$ cat config.mk
export PLATFORM = sky130hd
export DESIGN_NAME = bcd_timer_core
export DESIGN_NICKNAME = d
export VERILOG_FILES = /design/src/rtl/bcd_timer_core.sv
export SDC_FILE = /design/constraint.sdc
export NUM_CORES = 1
export LEC_CHECK = 0
export CAP_MARGIN = 20
export CORE_MARGIN = 4
export CORE_UTILIZATION = 25
export DETAILED_ROUTE_END_ITERATION = 8
export MAX_ROUTING_LAYER = met4
export PLACE_DENSITY = 0.48
export SKIP_CTS_REPAIR_TIMING = 1
export SYNTH_ARGS = -nofsm -noshare
export SYNTH_HDL_FRONTEND = slang
export SYNTH_SLANG_ARGS = --single-unit
$ cat constraint.sdc
create_clock -name clk -period 8.1 [get_ports clk]
set_input_delay 1.62 -clock clk [delete_from_list [all_inputs] [get_ports clk]]
set_output_delay 1.62 -clock clk [all_outputs]
set_load 0.01 [all_outputs]
$ cat src/rtl/bcd_timer_core.sv
// bcd_timer_core
//   Multi-field BCD stopwatch / countdown core. NUM_PAIRS two-digit BCD fields
//   (pair0 least significant) count up with carry or down with borrow on each
//   tick_in pulse. The core also provides preset load, per-field adjust, a
//   latched zero alarm gated onto a tone, and a 4-digit display window.
//   Every lower pair counts mod 60. The top pair counts mod TOP_MOD.
//
// Ports
//   clk, rst          system clock, asynchronous active-high reset
//   i_tick_in         count enable pulse (one clk wide)
//   i_tick_adj        adjust-rate pulse (one clk wide)
//   i_tone            alarm tone square wave
//   i_start/i_pause   set running / toggle running (start wins if both)
//   i_dir             1 = up, 0 = down
//   i_adj, i_adj_sel  adjust mode level, and the pair it steps
//   i_load/i_load_val preset pulse and BCD preset (pair k at [8k+7:8k])
//   i_view            lower pair index of the display window
//   i_alarm_clr       clear the latched alarm
//   o_digits          current count, same packing as i_load_val
//   o_disp            {pair[v+1], pair[v]}, v = min(view, NUM_PAIRS-2)
//   o_running         counter active
//   o_alarm           countdown reached zero (latched)
//   o_sound_out       alarm & tone
module bcd_timer_core #(
  parameter int NUM_PAIRS = 3,
  parameter int TOP_MOD   = 24,
  parameter int PSEL_W    = 2
) (
  input  logic                   clk,
  input  logic                   rst,
  input  logic                   i_tick_in,
  input  logic                   i_tick_adj,
  input  logic                   i_tone,
  input  logic                   i_start,
  input  logic                   i_pause,
  input  logic                   i_dir,
  input  logic                   i_adj,
  input  logic [PSEL_W-1:0]      i_adj_sel,
  input  logic                   i_load,
  input  logic [8*NUM_PAIRS-1:0] i_load_val,
  input  logic [PSEL_W-1:0]      i_view,
  input  logic                   i_alarm_clr,
  output logic [8*NUM_PAIRS-1:0] o_digits,
  output logic [15:0]            o_disp,
  output logic                   o_running,
  output logic                   o_alarm,
  output logic                   o_sound_out
);

  function automatic int pair_mod(input int k);
    return (k == NUM_PAIRS-1) ? TOP_MOD : 60;
  endfunction

  function automatic logic [7:0] to_bcd(input int v);
    logic [3:0] t, u;
    t = 4'(v / 10);
    u = 4'(v % 10);
    return {t, u};
  endfunction

  // BCD step helpers: tens and units change together, so no intermediate
  // non-BCD value is ever registered.
  function automatic logic [7:0] bcd_inc(input logic [7:0] p, input int k);
    if (p == to_bcd(pair_mod(k) - 1)) return 8'h00;
    if (p[3:0] == 4'd9)               return {p[7:4] + 4'd1, 4'd0};
    return {p[7:4], p[3:0] + 4'd1};
  endfunction

  function automatic logic [7:0] bcd_dec(input logic [7:0] p, input int k);
    if (p == 8'h00)      return to_bcd(pair_mod(k) - 1);
    if (p[3:0] == 4'd0)  return {p[7:4] - 4'd1, 4'd9};
    return {p[7:4], p[3:0] - 4'd1};
  endfunction

  // A preset field with a non-BCD nibble, or a value at or above its modulus,
  // loads 00.
  function automatic logic [7:0] load_field(input logic [7:0] f, input int k);
    if (f[7:4] > 4'd9 || f[3:0] > 4'd9) return 8'h00;
    if (int'(f[7:4]) * 10 + int'(f[3:0]) >= pair_mod(k)) return 8'h00;
    return f;
  endfunction

  logic [7:0]  r_pair     [NUM_PAIRS];
  logic [7:0]  w_pair_nxt [NUM_PAIRS];
  logic        r_running, w_running_nxt;
  logic        r_alarm, w_alarm_nxt, w_alarm_set;
  logic        r_sound;
  logic [15:0] r_disp, w_disp;
  logic        w_cur_zero, w_nxt_zero, w_carry;
  int          w_view;

  // Priority: load > adj > start/pause > tick_in.
  always_comb begin
    // NOTE: every variable gets a default up front, so no path leaves one unassigned and no latch is inferred.
    w_pair_nxt    = r_pair;
    w_running_nxt = r_running;
    w_alarm_set   = 1'b0;
    w_carry       = 1'b1;
    w_nxt_zero    = 1'b0;
    w_cur_zero    = 1'b1;
    for (int k = 0; k < NUM_PAIRS; k++)
      if (r_pair[k] != 8'h00) w_cur_zero = 1'b0;

    if (i_load) begin
      for (int k = 0; k < NUM_PAIRS; k++)
        w_pair_nxt[k] = load_field(i_load_val[8*k +: 8], k);
      w_running_nxt = 1'b0;
    end else if (i_adj) begin
      w_running_nxt = 1'b0;
      // Adjust steps one pair only. There is no carry into its neighbours.
      if (i_tick_adj)
        for (int k = 0; k < NUM_PAIRS; k++)
          if (int'(i_adj_sel) == k) w_pair_nxt[k] = bcd_inc(r_pair[k], k);
    end else if (i_start) begin
      w_running_nxt = 1'b1;
    end else if (i_pause) begin
      w_running_nxt = !r_running;
    end else if (r_running && i_tick_in) begin
      if (i_dir) begin
        // Ripple carry: each pair steps only if every lower pair wrapped.
        for (int k = 0; k < NUM_PAIRS; k++)
          if (w_carry) begin
            w_pair_nxt[k] = bcd_inc(r_pair[k], k);
            w_carry       = (r_pair[k] == to_bcd(pair_mod(k) - 1));
          end
      end else if (w_cur_zero) begin
        // Already at zero: raise the alarm and stop rather than wrap.
        w_alarm_set   = 1'b1;
        w_running_nxt = 1'b0;
      end else begin
        for (int k = 0; k < NUM_PAIRS; k++)
          if (w_carry) begin
            w_pair_nxt[k] = bcd_dec(r_pair[k], k);
            w_carry       = (r_pair[k] == 8'h00);
          end
        w_nxt_zero = 1'b1;
        for (int k = 0; k < NUM_PAIRS; k++)
          if (w_pair_nxt[k] != 8'h00) w_nxt_zero = 1'b0;
        if (w_nxt_zero) begin
          w_alarm_set   = 1'b1;
          w_running_nxt = 1'b0;
        end
      end
    end

    // A new alarm beats a simultaneous clear. Load always clears.
    if (i_load)           w_alarm_nxt = 1'b0;
    else if (w_alarm_set) w_alarm_nxt = 1'b1;
    else if (i_alarm_clr) w_alarm_nxt = 1'b0;
    else                  w_alarm_nxt = r_alarm;
  end

  // The display window is clamped so the upper half never leaves the pair array.
  always_comb begin
    w_view = (int'(i_view) > NUM_PAIRS-2) ? NUM_PAIRS-2 : int'(i_view);
    w_disp = {r_pair[1], r_pair[0]};
    for (int k = 0; k < NUM_PAIRS-1; k++)
      if (k == w_view) w_disp = {r_pair[k+1], r_pair[k]};
  end

  always_ff @(posedge clk or posedge rst) begin
    if (rst) begin
      // NOTE: r_pair is a handful of flops, not a RAM, so it sits under the async reset like any other state.
      for (int k = 0; k < NUM_PAIRS; k++) r_pair[k] <= 8'h00;
      r_running <= 1'b0;
      r_alarm   <= 1'b0;
      r_sound   <= 1'b0;
      r_disp    <= 16'h0000;
    end else begin
      // NOTE: non-blocking assignments let every register sample the pre-edge values, whatever the statement order.
      r_pair    <= w_pair_nxt;
      r_running <= w_running_nxt;
      r_alarm   <= w_alarm_nxt;
      r_sound   <= r_alarm & i_tone;
      r_disp    <= w_disp;
    end
  end

  for (genvar g = 0; g < NUM_PAIRS; g++) begin : g_pack
    assign o_digits[8*g +: 8] = r_pair[g];
  end

  assign o_disp      = r_disp;
  assign o_running   = r_running;
  assign o_alarm     = r_alarm;
  assign o_sound_out = r_sound;

endmodule

Yosys cells after proc, flatten, opt, wreduce, memory -nomap -nowiden
Index checks and enable logic that the tools add are counted.
{"block": "classes", "addsub": 15, "mul": 3, "magnitude_cmp": 10, "eq_ne": 25, "n_mux": 286, "n_bitwise": 1, "reduce_logical": 29}
{"cell": "8-bit two-way mux", "count": 70}
{"cell": "1-bit two-way mux", "count": 206}
{"cell": "24-bit two-way mux", "count": 8}
{"cell": "8-bit nonzero test", "count": 6}
{"cell": "8-bit by 4-bit adder with 9-bit output", "count": 3}
{"cell": "4-bit by 1-bit adder with 4-bit output, second input constant", "count": 6}
{"cell": "4-bit greater-than comparator, second input constant", "count": 6}
{"cell": "8-bit logical NOT", "count": 3}
{"cell": "4-bit by 1-bit subtractor with 4-bit output, second input constant", "count": 6}
{"cell": "4-bit by 3-bit multiplier with 7-bit output, second input constant", "count": 3}
{"cell": "4-bit by 1-bit inequality test with 1-bit output, second input constant", "count": 5}
{"cell": "9-bit by 6-bit greater-or-equal comparator with 1-bit output, second input constant", "count": 2}
{"cell": "9-bit AND reduction", "count": 2}
{"cell": "8-bit by 7-bit == test with 1-bit output, second input constant", "count": 2}
{"cell": "16-bit two-way mux", "count": 1}
{"cell": "3-bit by 1-bit inequality test with 1-bit output, second input constant", "count": 5}
{"cell": "5-bit by 1-bit inequality test with 1-bit output, second input constant", "count": 3}
{"cell": "7-bit AND reduction", "count": 2}
{"cell": "4-bit == test, second input constant", "count": 3}
{"cell": "4-bit logical NOT", "count": 3}
{"cell": "9-bit by 5-bit greater-or-equal comparator with 1-bit output, second input constant", "count": 1}
{"cell": "8-bit by 6-bit == test with 1-bit output, second input constant", "count": 1}
{"cell": "8-bit AND reduction", "count": 1}
{"cell": "6-bit AND reduction", "count": 1}
{"cell": "other kinds (16)", "count": 20}
{"block": "word_totals", "register_bits": 43, "out_inout_bits": 43, "elab_cells": 379}

Longest topological paths before layout
Gate-level depths: netlist of run 1.
{"block": "logic_depth", "word_depth": 65, "mapped_depth": 11, "mapped_depth_nobuf": 10}

Least setup slack after synthesis of run 1
OpenSTA, ideal clock, no wires.
{"block": "synth_path", "path_kind": "in2reg", "start": "in i_load_val[13]", "end": "reg r_pair (netlist bit o_digits[9])", "t_arrival_ns": 4.179, "setup_slack_ns": 3.842, "stages": 9, "n_path_buf": 0, "path_cell_list": "ha_1 > ha_1 > fa_1 > nand2_1 > nor3_1 > nor2_1 > a2111oi_1 > a222oi_1 > a21oi_1"}
{"block": "synth_between", "elab_chain_len": 9}
{"item": "from (decl)", "line_no": "40", "text": "input logic [8*NUM_PAIRS-1:0] i_load_val,"}
{"item": "4-bit by 3-bit multiplier with 7-bit output", "line_no": "79", "text": "if (int'(f[7:4]) * 10 + int'(f[3:0]) >= pair_mod(k)) return 8'h00;"}
{"item": "8-bit by 4-bit adder with 9-bit output", "line_no": "79"}
{"item": "9-bit by 6-bit greater-or-equal comparator with 1-bit output", "line_no": "79"}
{"item": "1-bit two-way mux (2 in series)", "line_no": "79"}
{"item": "1-bit two-way mux", "line_no": "104", "text": "if (i_load) begin"}
{"item": "8-bit two-way mux", "line_no": "80", "text": "return f;"}
{"item": "8-bit two-way mux (*)", "line_no": "79"}
{"item": "24-bit two-way mux (*)", "line_no": "104"}
{"item": "to (signal assigned)", "line_no": "171", "text": "r_pair <= w_pair_nxt;"}
{"item": "to (decl)", "line_no": "83", "text": "logic [7:0] r_pair [NUM_PAIRS];"}
Mark *: on every way between the ends. The rest lies on a longest branch, timed or not. The select of a mux whose other input is x is not followed.
A chain may end at the register's enable or synchronous reset.

Worst setup path after layout of run 1
{"block": "layout_path", "start": "in i_load_val[5]", "end": "reg r_pair (netlist bit o_digits[2])"}
The elaborated chain is that of the path after synthesis.

==> results of run 1 <==
## flip-flops by register name, summed over array words and instances, names as in the netlist
register / cells
o_sound_out: 1
o_digits: 24
o_disp: 16
o_alarm: 1
o_running: 1
## worst max-delay path, cell delays in order
cell,delay [ns]
clkdlybuf4s50_1,0.52
ha_1,0.35
ha_1,0.23
fa_1,0.53
nand3_1,0.08
nor2_1,0.12
mux2i_1,0.10
a311oi_1,0.58
clkbuf_2,0.28
a221oi_1,0.09
o21ai_0,0.17
## per-layer routing
layer  part of all wire  GRT usage  up-vias
met5                  0          -        -
met4              0.010     0.0302        0
met3              0.052     0.0263       10
met2               0.49      0.252      111
met1               0.45      0.198     1983
li1                   -          -     1987
## layout make-up
type	count	area, um^2
clock buffers	8	156
fillers	1725	10700
inverters	25	93.8
multi-input cells	405	2820
flip-flops and latches	43	1080
well taps	216	270
repair buffers	87	873
## through the flow
| stage | hold slack (ns) | utilization | total power [uW] | setup slack (ns) | instances |
|---|---|---|---|---|---|
| final | 0.526 | 0.330 | 1070 | 3.64 | 784 |
| after global routing | 0.547 | 0.330 | 1150 | 3.32 | 784 |
| after CTS | 0.531 | 0.328 | 1080 | 3.29 | 781 |
| after detailed placement | 0.512 | 0.318 | 853 | 3.03 | 773 |
| after global placement | 0.514 | 0.318 | 848 | 3.21 | 773 |
| after floorplan | 0.544 | - | 636 | 3.84 | 500 |
## power groups by stage
stage	clock (uW)	sequential, uW	combinational [uW]
floorplan	0	324	312
global placement	0	370	478
detailed placement	0	369	483
CTS	224	365	487
global route	232	376	539
finish	216	365	487
## cell families after synthesis
| logic type | share of synthesized area |
|---|---|
| AOI/OAI and AO/OA | 0.256 |
| xor gates and xnor gates | 0.0234 |
| adders and majority gates | 0.145 |
| buffers and inverters | 0.0538 |
| DFF | 0.262 |
| muxes | 0.0365 |
| and+or+nand+nor | 0.224 |
## how the worst min path moves through the flow
stage / startpoint / endpoint / slack [ns] / depth (start not counted)
after floorplan: o_alarm / o_sound_out / 0.54 / 1
after global placement: o_alarm / o_sound_out / 0.51 / 1
after detailed placement: o_alarm / o_sound_out / 0.51 / 1
after CTS: o_alarm / o_sound_out / 0.53 / 1
after global routing: o_alarm / o_sound_out / 0.55 / 1
final: o_alarm / o_sound_out / 0.53 / 1
## cells in the final DEF, fill, tap and decap left out, drive strengths merged, types with 6 or more instances in the layout
cell type      Yosys  routed
a221oi             6       6
nand2             52      52
inv               25      25
nand3             21      21
a21oi             41      41
nor2              37      37
mux2               8       8
clkdlybuf4s50      0      81
clkbuf            17       9
a22oi              6       6
nand4              9       9
o22ai              6       6
ha                38      38
fa                 6       6
a211oi             7       7
nor3b              7       7
dfrtp             43      43
mux2i              6       6
xnor2              7       7
o21ai             49      49
a31oi              7       7
nor3              11      11
==> flow_summary.rst, run 1 <==
.. list-table::
   :header-rows: 1

   * - Metric
     - Value
   * - CP Capture Point
     - o_digits[2]
   * - Core Footprint
     - 0.0160 mm^2
   * - Setup repair after global routing missed its margin
     - no
   * - Chip Height
     - 136 um
   * - Row count
     - 46
   * - Synth cell count leaders
     - 52 x nand2_1, 48 x o21ai_0, 43 x dfrtp_1
   * - Count of final setup violators
     - 0
   * - Peak Freq
     - 0.224 GHz
   * - Crit path DAT
     - 4.67 ns
   * - Worst relative slew slack
     - 0.356
   * - Residual DRC count
     - 0
   * - CTS tree
     - done
   * - Num CTS Buffers
     - 5
   * - H-Tree Level Count
     - 2
   * - FF-to-FF setup slack
     - 4.38 ns
   * - PD cells
     - 202 mW/mm^2
   * - Critical path capture point type
     - flop
   * - Number of flip-flops and latches in the synthesized netlist
     - 43
   * - Overall global routing resource usage
     - 0.153
   * - Reg2reg path depth
     - 9
   * - Overflow left after global routing
     - 0
   * - Combined area of all synthesized cells
     - 0.00411 mm^2
   * - Number of different library cells in the post-synthesis netlist
     - 68
   * - Worst-path maximum fanout
     - 5
   * - Post-synthesis instance total
     - 500
   * - Layout cell share with drive strength beyond 1
     - 0.0722
   * - Crit path required time
     - 8.31 ns
   * - Most area-consuming cells after synthesis
     - dfrtp_1 26%, ha_1 12%, o21ai_0 5.8%, a21oi_1 5.0%, nand2_1 4.7%
   * - Final number of hold-violating endpoints
     - 0
   * - Worst Tran Pin Value
     - 0.958 ns
   * - First-pass GRT wire length
     - 22.0 mm
   * - Class of the most critical setup path
     - in2reg
   * - Yosys warning count
     - 0
   * - Vias per cell
     - 5.22
   * - Worst R2R Start
     - o_digits[0]
   * - Via count of the first global-routing pass
     - 4047
   * - Pins over their slew limit
     - 0
   * - Post-Route WL
     - 13.7 mm
   * - Prevailing post-synth register cell
     - dfrtp_1
   * - Fraction of synthesis flops using an asynchronous set or reset pin
     - 1.00
   * - Sum Neg Setup Slack
     - 0 ns
   * - Type of the worst min-delay path
     - reg2reg
   * - Total cell area at the placement stage
     - 0.00509 mm^2
   * - Number of clock sinks seen by CTS
     - 43
   * - DP HPWL
     - 10.5 mm
   * - Clock power frac
     - 0.202
   * - Clock insertion delay at the later pin of the skew report
     - 0.29 ns
   * - Starting Density
     - 0.257
   * - Max rail drop VDD
     - 0.0770 mV
   * - Switching pwr
     - 444 uW
   * - Result of the run
     - finished, final reports clean
   * - Width of the die
     - 136 um
   * - Number of top-level pins
     - 82
   * - Period utilisation layout
     - 0.551
   * - Number of synthesized flops with an enable pin
     - 0
   * - Maximum number of pins on one net before global-route repair
     - 44
   * - Setup Skew
     - 0.00939 ns
   * - Maximum clock path buffer count
     - 2
   * - Final critical-path required period
     - 4.46 ns
   * - Detail-routed net length per standard cell
     - 17.5 um
   * - Number of DRC markers in iteration 0
     - 314
   * - Sequential-to-total area share from yosys stat
     - 0.262
   * - Final design area excluding fillers
     - 0.00529 mm^2
   * - Final antenna-violating net count
     - 0
   * - Total Die Area
     - 0.0186 mm^2
   * - Share of total power in combinational logic
     - 0.456
   * - Number of antenna diodes
     - 0
   * - Signed area change from the synthesized netlist to the final layout
     - 28.6%
   * - Source of the critical timing path
     - i_load_val[5]
   * - Switching power share of the total
     - 0.416
   * - Synthesized net count
     - 583
   * - Clock tree root driver cell
     - clkbuf_16
   * - Total leakage power
     - 0.00212 uW
   * - Number of max-cap violations
     - 0
   * - Gp weighted congestion
     - 0.890
   * - Most frequently used cell type in the post-synthesis netlist
     - nand2_1
   * - Synthesized area per cell
     - 8.23 um^2
   * - Antenna violations before repair
     - 0
   * - Via count
     - 4091
   * - Startpoint kind of the worst setup timing path
     - input port
   * - First-pass iteration count of the detailed router
     - 5
   * - Number of nets at the end of the flow
     - 650
   * - Cell accounting for the most synthesized area
     - dfrtp_1
   * - Capturing point of the worst reg2reg path
     - o_running
   * - Fraction of power consumed by sequential logic
     - 0.342
   * - Share of Yosys cell area claimed by the top area cell type
     - 0.262
   * - Number of port buffers
     - 81
   * - Internal Pwr Total
     - 624 uW
   * - Clock input transition at the sequential cells of the worst setup and hold paths
     - 0.06 ns
(Power assumes the default switching activity.)
==> inputs of run 2 (changes only) <==
- clock period: 8.1 -> 4.5 ns (I/O delays scaled with it)
==> run 2 against run 1 <==
Global-route usage shrank 0.23 points; register-to-register slack lost 3.5 ns; flip-flop and latch count is the same; utilization grew 0.35 points; count of clock-buffer cells in the layout shrank 3; sequential share of layout area shrank 0.21 points; hold slack lost 0.0010 ns; total power grew 84%; critical path type is now reg2reg.
==> flow_summary.rst, run 2 (synthesis gave the netlist of run 1 again) <==
.. list-table::
   :header-rows: 1

   * - Metric
     - Value
   * - Sum Neg Setup Slack
     - 0 ns
   * - Clock input transition at the sequential cells of the worst setup and hold paths
     - 0.06 ns
   * - Worst relative slew slack
     - 0.530
   * - Final critical-path required period
     - 3.61 ns
   * - Chip Height
     - 136 um
   * - Area used by multi-input combinational logic
     - 0.00282 mm^2
   * - Overflow left after global routing
     - 0
   * - Core Footprint
     - 0.0160 mm^2
   * - Clock power frac
     - 0.214
   * - Clock insertion delay at the later pin of the skew report
     - 0.29 ns
   * - Share of total power in combinational logic
     - 0.457
   * - Peak Freq
     - 0.277 GHz
   * - Total Die Area
     - 0.0186 mm^2
   * - Startpoint kind of the worst setup timing path
     - flop
   * - Setup Skew
     - 0.00525 ns
   * - Total of fill cells in the finished design
     - 1711
   * - Final standard cell count with taps included and fillers excluded
     - 790
   * - Total leakage power
     - 0.00216 uW
   * - Max rail drop VDD
     - 0.160 mV
   * - Overall global routing resource usage
     - 0.150
   * - First-pass iteration count of the detailed router
     - 5
   * - Area of all sequential standard cells
     - 0.00108 mm^2
   * - Switching pwr
     - 806 uW
   * - Maximum clock path buffer count
     - 2
   * - Met1 usage in global routing
     - 0.195
   * - Maximum number of pins on one net before global-route repair
     - 44
   * - Setup repair after global routing missed its margin
     - no
   * - Signed area change from the synthesized netlist to the final layout
     - 29.9%
   * - Total cell area at the placement stage
     - 0.00514 mm^2
   * - Result of the run
     - finished, final reports clean
   * - Placed cells
     - 780
   * - H-Tree Level Count
     - 2
   * - Final design area excluding fillers
     - 0.00534 mm^2
   * - Flip-flop count of the largest register after layout
     - 24
   * - Switching power share of the total
     - 0.411
   * - Global-route track usage on met3
     - 0.0259
   * - Crit path required time
     - 4.68 ns
   * - Pins over their slew limit
     - 0
   * - Internal Pwr Total
     - 1160 uW
   * - Vias per cell
     - 5.23
   * - Via count
     - 4128
   * - Worst-path maximum fanout
     - 7
   * - Post-Route WL
     - 13.7 mm
   * - Width of the die
     - 136 um
   * - Residual DRC count
     - 0
   * - Class of the most critical setup path
     - reg2reg
   * - Layer with the highest usage after global routing
     - met2
   * - Critical path capture point type
     - flop
   * - Type of the worst min-delay path
     - reg2reg
   * - DP HPWL
     - 10.5 mm
   * - Final antenna-violating net count
     - 0
   * - Crit path DAT
     - 3.79 ns
   * - First-pass GRT wire length
     - 21.5 mm
   * - Clock tree root driver cell
     - clkbuf_16
   * - Starting Density
     - 0.257
   * - Number of max-cap violations
     - 0
   * - Gp weighted congestion
     - 0.866
   * - Antenna violations before repair
     - 0
   * - Num CTS Buffers
     - 5
   * - Number of antenna diodes
     - 0
   * - Met2 routing resource usage after global routing
     - 0.241
   * - Number of DRC markers in iteration 0
     - 317
   * - Final number of hold-violating endpoints
     - 0
   * - Leading cell types in the layout, fill and taps excluded
     - 81 x clkdlybuf4s50_1, 52 x nand2_1, 48 x o21ai_0, 43 x dfrtp_1, 41 x a21oi_1
   * - Leading cell type in the layout, fill and taps excluded
     - clkdlybuf4s50_1
   * - Count of final setup violators
     - 0
   * - Number of top-level pins
     - 82
   * - Worst Tran Pin Value
     - 0.687 ns
   * - Number of clock sinks seen by CTS
     - 43
   * - Detail-routed net length per standard cell
     - 17.4 um
   * - Number of nets at the end of the flow
     - 656
   * - Layout cell share with drive strength beyond 1
     - 0.0836
   * - PD cells
     - 368 mW/mm^2
   * - Number of port buffers
     - 81
   * - Via count of the first global-routing pass
     - 4042
   * - Fraction of power consumed by sequential logic
     - 0.328
   * - Row count
     - 46
   * - Period utilisation layout
     - 0.802
   * - CTS tree
     - done
run 2: path summary, 6_finish.rpt:
check,startpoint,endpoint,slack (ns),cells past startpoint
worst max-delay path,o_digits[9],o_running,0.89,8
worst min-delay path,o_alarm,o_sound_out,0.53,1
worst max register to register,o_digits[9],o_running,0.89,8
worst min register to register,o_alarm,o_sound_out,0.53,1
max in group asynchronous,rst,o_digits[17],3.06,3
min in group asynchronous,rst,o_disp[6],0.95,2
run 2: worst max-delay path, cell delays in order (launching register included):
cell,delay (ns)
dfrtp_1,0.47
inv_1,0.24
ha_1,0.26
nor3b_1,0.58
and3_1,0.43
a31oi_1,0.19
or4_2,0.58
or4_1,0.55
a21bo_1,0.20
run 2: layer usage:
layer / wire [um] / up-vias / part of all wire
met2: 6540 / 153 / 0.48
met3: 819 / 18 / 0.060
li1: - / 1997 / -
met1: 6160 / 1960 / 0.45
met5: 0 / - / 0
met4: 225 / 0 / 0.016
run 2: final cells by class:
cell class | count | area share
inverters | 25 | 0.0176
multi-input cells | 405 | 0.527
repair buffers | 93 | 0.172
clock inverters | 3 | 0.00819
flip-flops and latches | 43 | 0.201
clock buffers | 5 | 0.0234
well taps | 216 | 0.0506
run 2: power groups by stage:
stage	registers, uW	clock network (uW)	logic (uW)
finish	645	421	898
global route	668	448	986
CTS	647	432	896
detailed placement	654	0	890
global placement	656	0	884
floorplan	583	0	561
run 2: through the flow:
stage | utilization | power (uW) | setup slack [ns] | hold slack, ns
floorplan | - | 1140 | 0.962 | 0.544
global placement | 0.321 | 1540 | 0.769 | 0.511
detailed placement | 0.321 | 1540 | 0.693 | 0.515
CTS | 0.332 | 1970 | 0.919 | 0.534
global route | 0.334 | 2100 | 0.764 | 0.550
finish | 0.334 | 1960 | 0.891 | 0.525
==> inputs of run 3 (changes only) <==
- clock period: 4.5 -> 3.7 ns (I/O delays scaled with it)
==> run 3 against run 2 <==
Count of clock-buffer cells in the layout grew 1; clock skew grew 0.0024 ns; wire length grew 3.5%; global-route usage grew 0.87 points; cell area grew 2.6%; clock power grew 27%; critical path type is now in2reg; critical endpoint is now o_digits[13]; largest cell class unchanged.
==> flow_summary.rst, run 3 (synthesis gave the netlist of run 1 again) <==
.. list-table::
   :header-rows: 1

   * - Metric
     - Value
   * - Result of the run
     - finished, final reports clean
   * - Signed area change from the synthesized netlist to the final layout
     - 33.3%
   * - Total met2 wirelength after detailed routing
     - 6.83 mm
   * - H-Tree Level Count
     - 2
   * - Worst relative slew slack
     - 0.489
   * - Setup Skew
     - 0.00768 ns
   * - Fraction of the core area covered by cells at the end of the flow
     - 0.343
   * - Source of the critical timing path
     - i_load_val[15]
   * - Final antenna-violating net count
     - 0
   * - Post-Route WL
     - 14.2 mm
   * - Number of nets at the end of the flow
     - 674
   * - CP Capture Point
     - o_digits[13]
   * - Count of final setup violators
     - 0
   * - Leading cell types in the layout, fill and taps excluded
     - 81 x clkdlybuf4s50_1, 52 x nand2_1, 48 x o21ai_0, 43 x dfrtp_1, 41 x a21oi_1
   * - DP HPWL
     - 11.0 mm
   * - Total Die Area
     - 0.0186 mm^2
   * - Worst hold margin
     - 0.530 ns
   * - Fraction of power consumed by sequential logic
     - 0.280
   * - Startpoint kind of the worst setup timing path
     - input port
   * - Total of fill cells in the finished design
     - 1714
   * - Placed cells
     - 799
   * - Sum Neg Setup Slack
     - 0 ns
   * - Maximum clock path buffer count
     - 2
   * - Clock input transition at the sequential cells of the worst setup and hold paths
     - 0.07 ns
   * - Slowest stage cell, crit path
     - fa_1
   * - Layout cell share with drive strength beyond 1
     - 0.111
   * - Top cell by count, worst path
     - ha_1
   * - Delay of the slowest cell on the worst path
     - 0.55 ns
   * - Chip Height
     - 136 um
   * - Routed length on met3
     - 828 um
   * - Worst-path maximum fanout
     - 8
   * - Worst Tran Pin Value
     - 0.747 ns
   * - Final number of hold-violating endpoints
     - 0
   * - Crit path required time
     - 3.92 ns
   * - First-pass iteration count of the detailed router
     - 7
   * - Clock insertion delay at the later pin of the skew report
     - 0.30 ns
   * - Clock tree root driver cell
     - clkbuf_16
   * - Overall global routing resource usage
     - 0.159
   * - Number of DRC markers in iteration 0
     - 367
   * - Cell family with most CP delay
     - adder cells
   * - Number of top-level pins
     - 82
   * - Max Used Layer
     - met4
   * - Capturing point of the worst reg2reg path
     - o_running
   * - Critical path capture point type
     - flop
   * - Met1 WL
     - 6.17 mm
   * - Tot Pwr
     - 2490 uW
   * - Class of the most critical setup path
     - in2reg
   * - Leading cell type in the layout, fill and taps excluded
     - clkdlybuf4s50_1
   * - Antenna violations before repair
     - 0
   * - Core Footprint
     - 0.0160 mm^2
   * - Final critical-path required period
     - 3.27 ns
   * - PD cells
     - 453 mW/mm^2
   * - Crit path DAT
     - 3.49 ns
   * - Flip-flop count of the largest register after layout
     - 24
   * - Row count
     - 46
   * - Starting Density
     - 0.257
   * - Switching pwr
     - 1010 uW
   * - Vias per cell
     - 5.26
   * - Residual DRC count
     - 0
   * - Via count
     - 4254
   * - Number of max-cap violations
     - 0
   * - Worst R2R Start
     - o_digits[5]
   * - CTS tree
     - done
   * - Period utilisation layout
     - 0.884
   * - Number of antenna diodes
     - 0
   * - Number of clock sinks seen by CTS
     - 43
   * - Number of port buffers
     - 81
   * - Via count of the first global-routing pass
     - 4285
   * - Internal Pwr Total
     - 1480 uW
   * - Switching power share of the total
     - 0.406
   * - Overflow left after global routing
     - 0
   * - Peak Freq
     - 0.306 GHz
   * - Final standard cell count with taps included and fillers excluded
     - 808
   * - First-pass GRT wire length
     - 22.6 mm
   * - Clock power frac
     - 0.216
   * - Detail-routed net length per standard cell
     - 17.6 um
   * - Maximum number of pins on one net before global-route repair
     - 44
   * - Gp weighted congestion
     - 0.920
   * - Type of the worst min-delay path
     - reg2reg
   * - Share of total power in combinational logic
     - 0.504
   * - Crit path depth
     - 11
   * - Width of the die
     - 136 um
   * - Pins over their slew limit
     - 0
   * - Setup repair after global routing missed its margin
     - no
   * - FF-to-FF setup slack
     - 0.50 ns
   * - Total leakage power
     - 0.00225 uW
   * - Max rail drop VDD
     - 0.184 mV
   * - Num CTS Buffers
     - 5
   * - Cells along the critical path
     - clkdlybuf4s50_1 > ha_1 > ha_1 > fa_1 > nand2_1 > nor3_1 > nor2_1 > a2111oi_1 > buf_4 > a222oi_1 > a21oi_1
   * - Reg2reg path depth
     - 9
   * - Buf+Inv Stages, Crit Path
     - 2
-- run 3: final cells by class --
type	instances	area, um^2	share of cell area
clock buffers	6	139	0.0253
multi-input cells	405	2820	0.514
flip-flops and latches	43	1080	0.196
repair buffers	111	1050	0.191
well taps	216	270	0.0493
inverters	25	93.8	0.0171
clock inverters	2	35.0	0.00639
-- run 3: worst min-delay path by stage --
stage,cells after the start,slack [ns],startpoint,to
final,1,0.53,o_alarm,o_sound_out
after global routing,1,0.57,o_alarm,o_sound_out
after CTS,1,0.53,o_alarm,o_sound_out
after detailed placement,1,0.51,o_alarm,o_sound_out
after global placement,1,0.51,o_alarm,o_sound_out
after floorplan,1,0.54,o_alarm,o_sound_out
-- run 3: metal layers --
metal / vias up / global-route usage
li1: 2040 / -
met4: 0 / 0.0504
met5: - / -
met3: 31 / 0.0229
met2: 150 / 0.265
met1: 2033 / 0.199
-- run 3: per-stage QoR --
step	worst slack [ns]	area, um^2
after global placement	0.182	5290
after CTS	0.420	5460
after global routing	0.163	5480
final	0.431	5480
after floorplan	0.322	4110
after detailed placement	0.114	5290
-- run 3: power groups by stage --
| stage | clock network (uW) | logic, uW | registers [uW] |
|---|---|---|---|
| global placement | 0 | 1240 | 703 |
| CTS | 548 | 1250 | 695 |
| detailed placement | 0 | 1250 | 704 |
| finish | 536 | 1250 | 696 |
| floorplan | 0 | 683 | 710 |
| global route | 560 | 1380 | 713 |
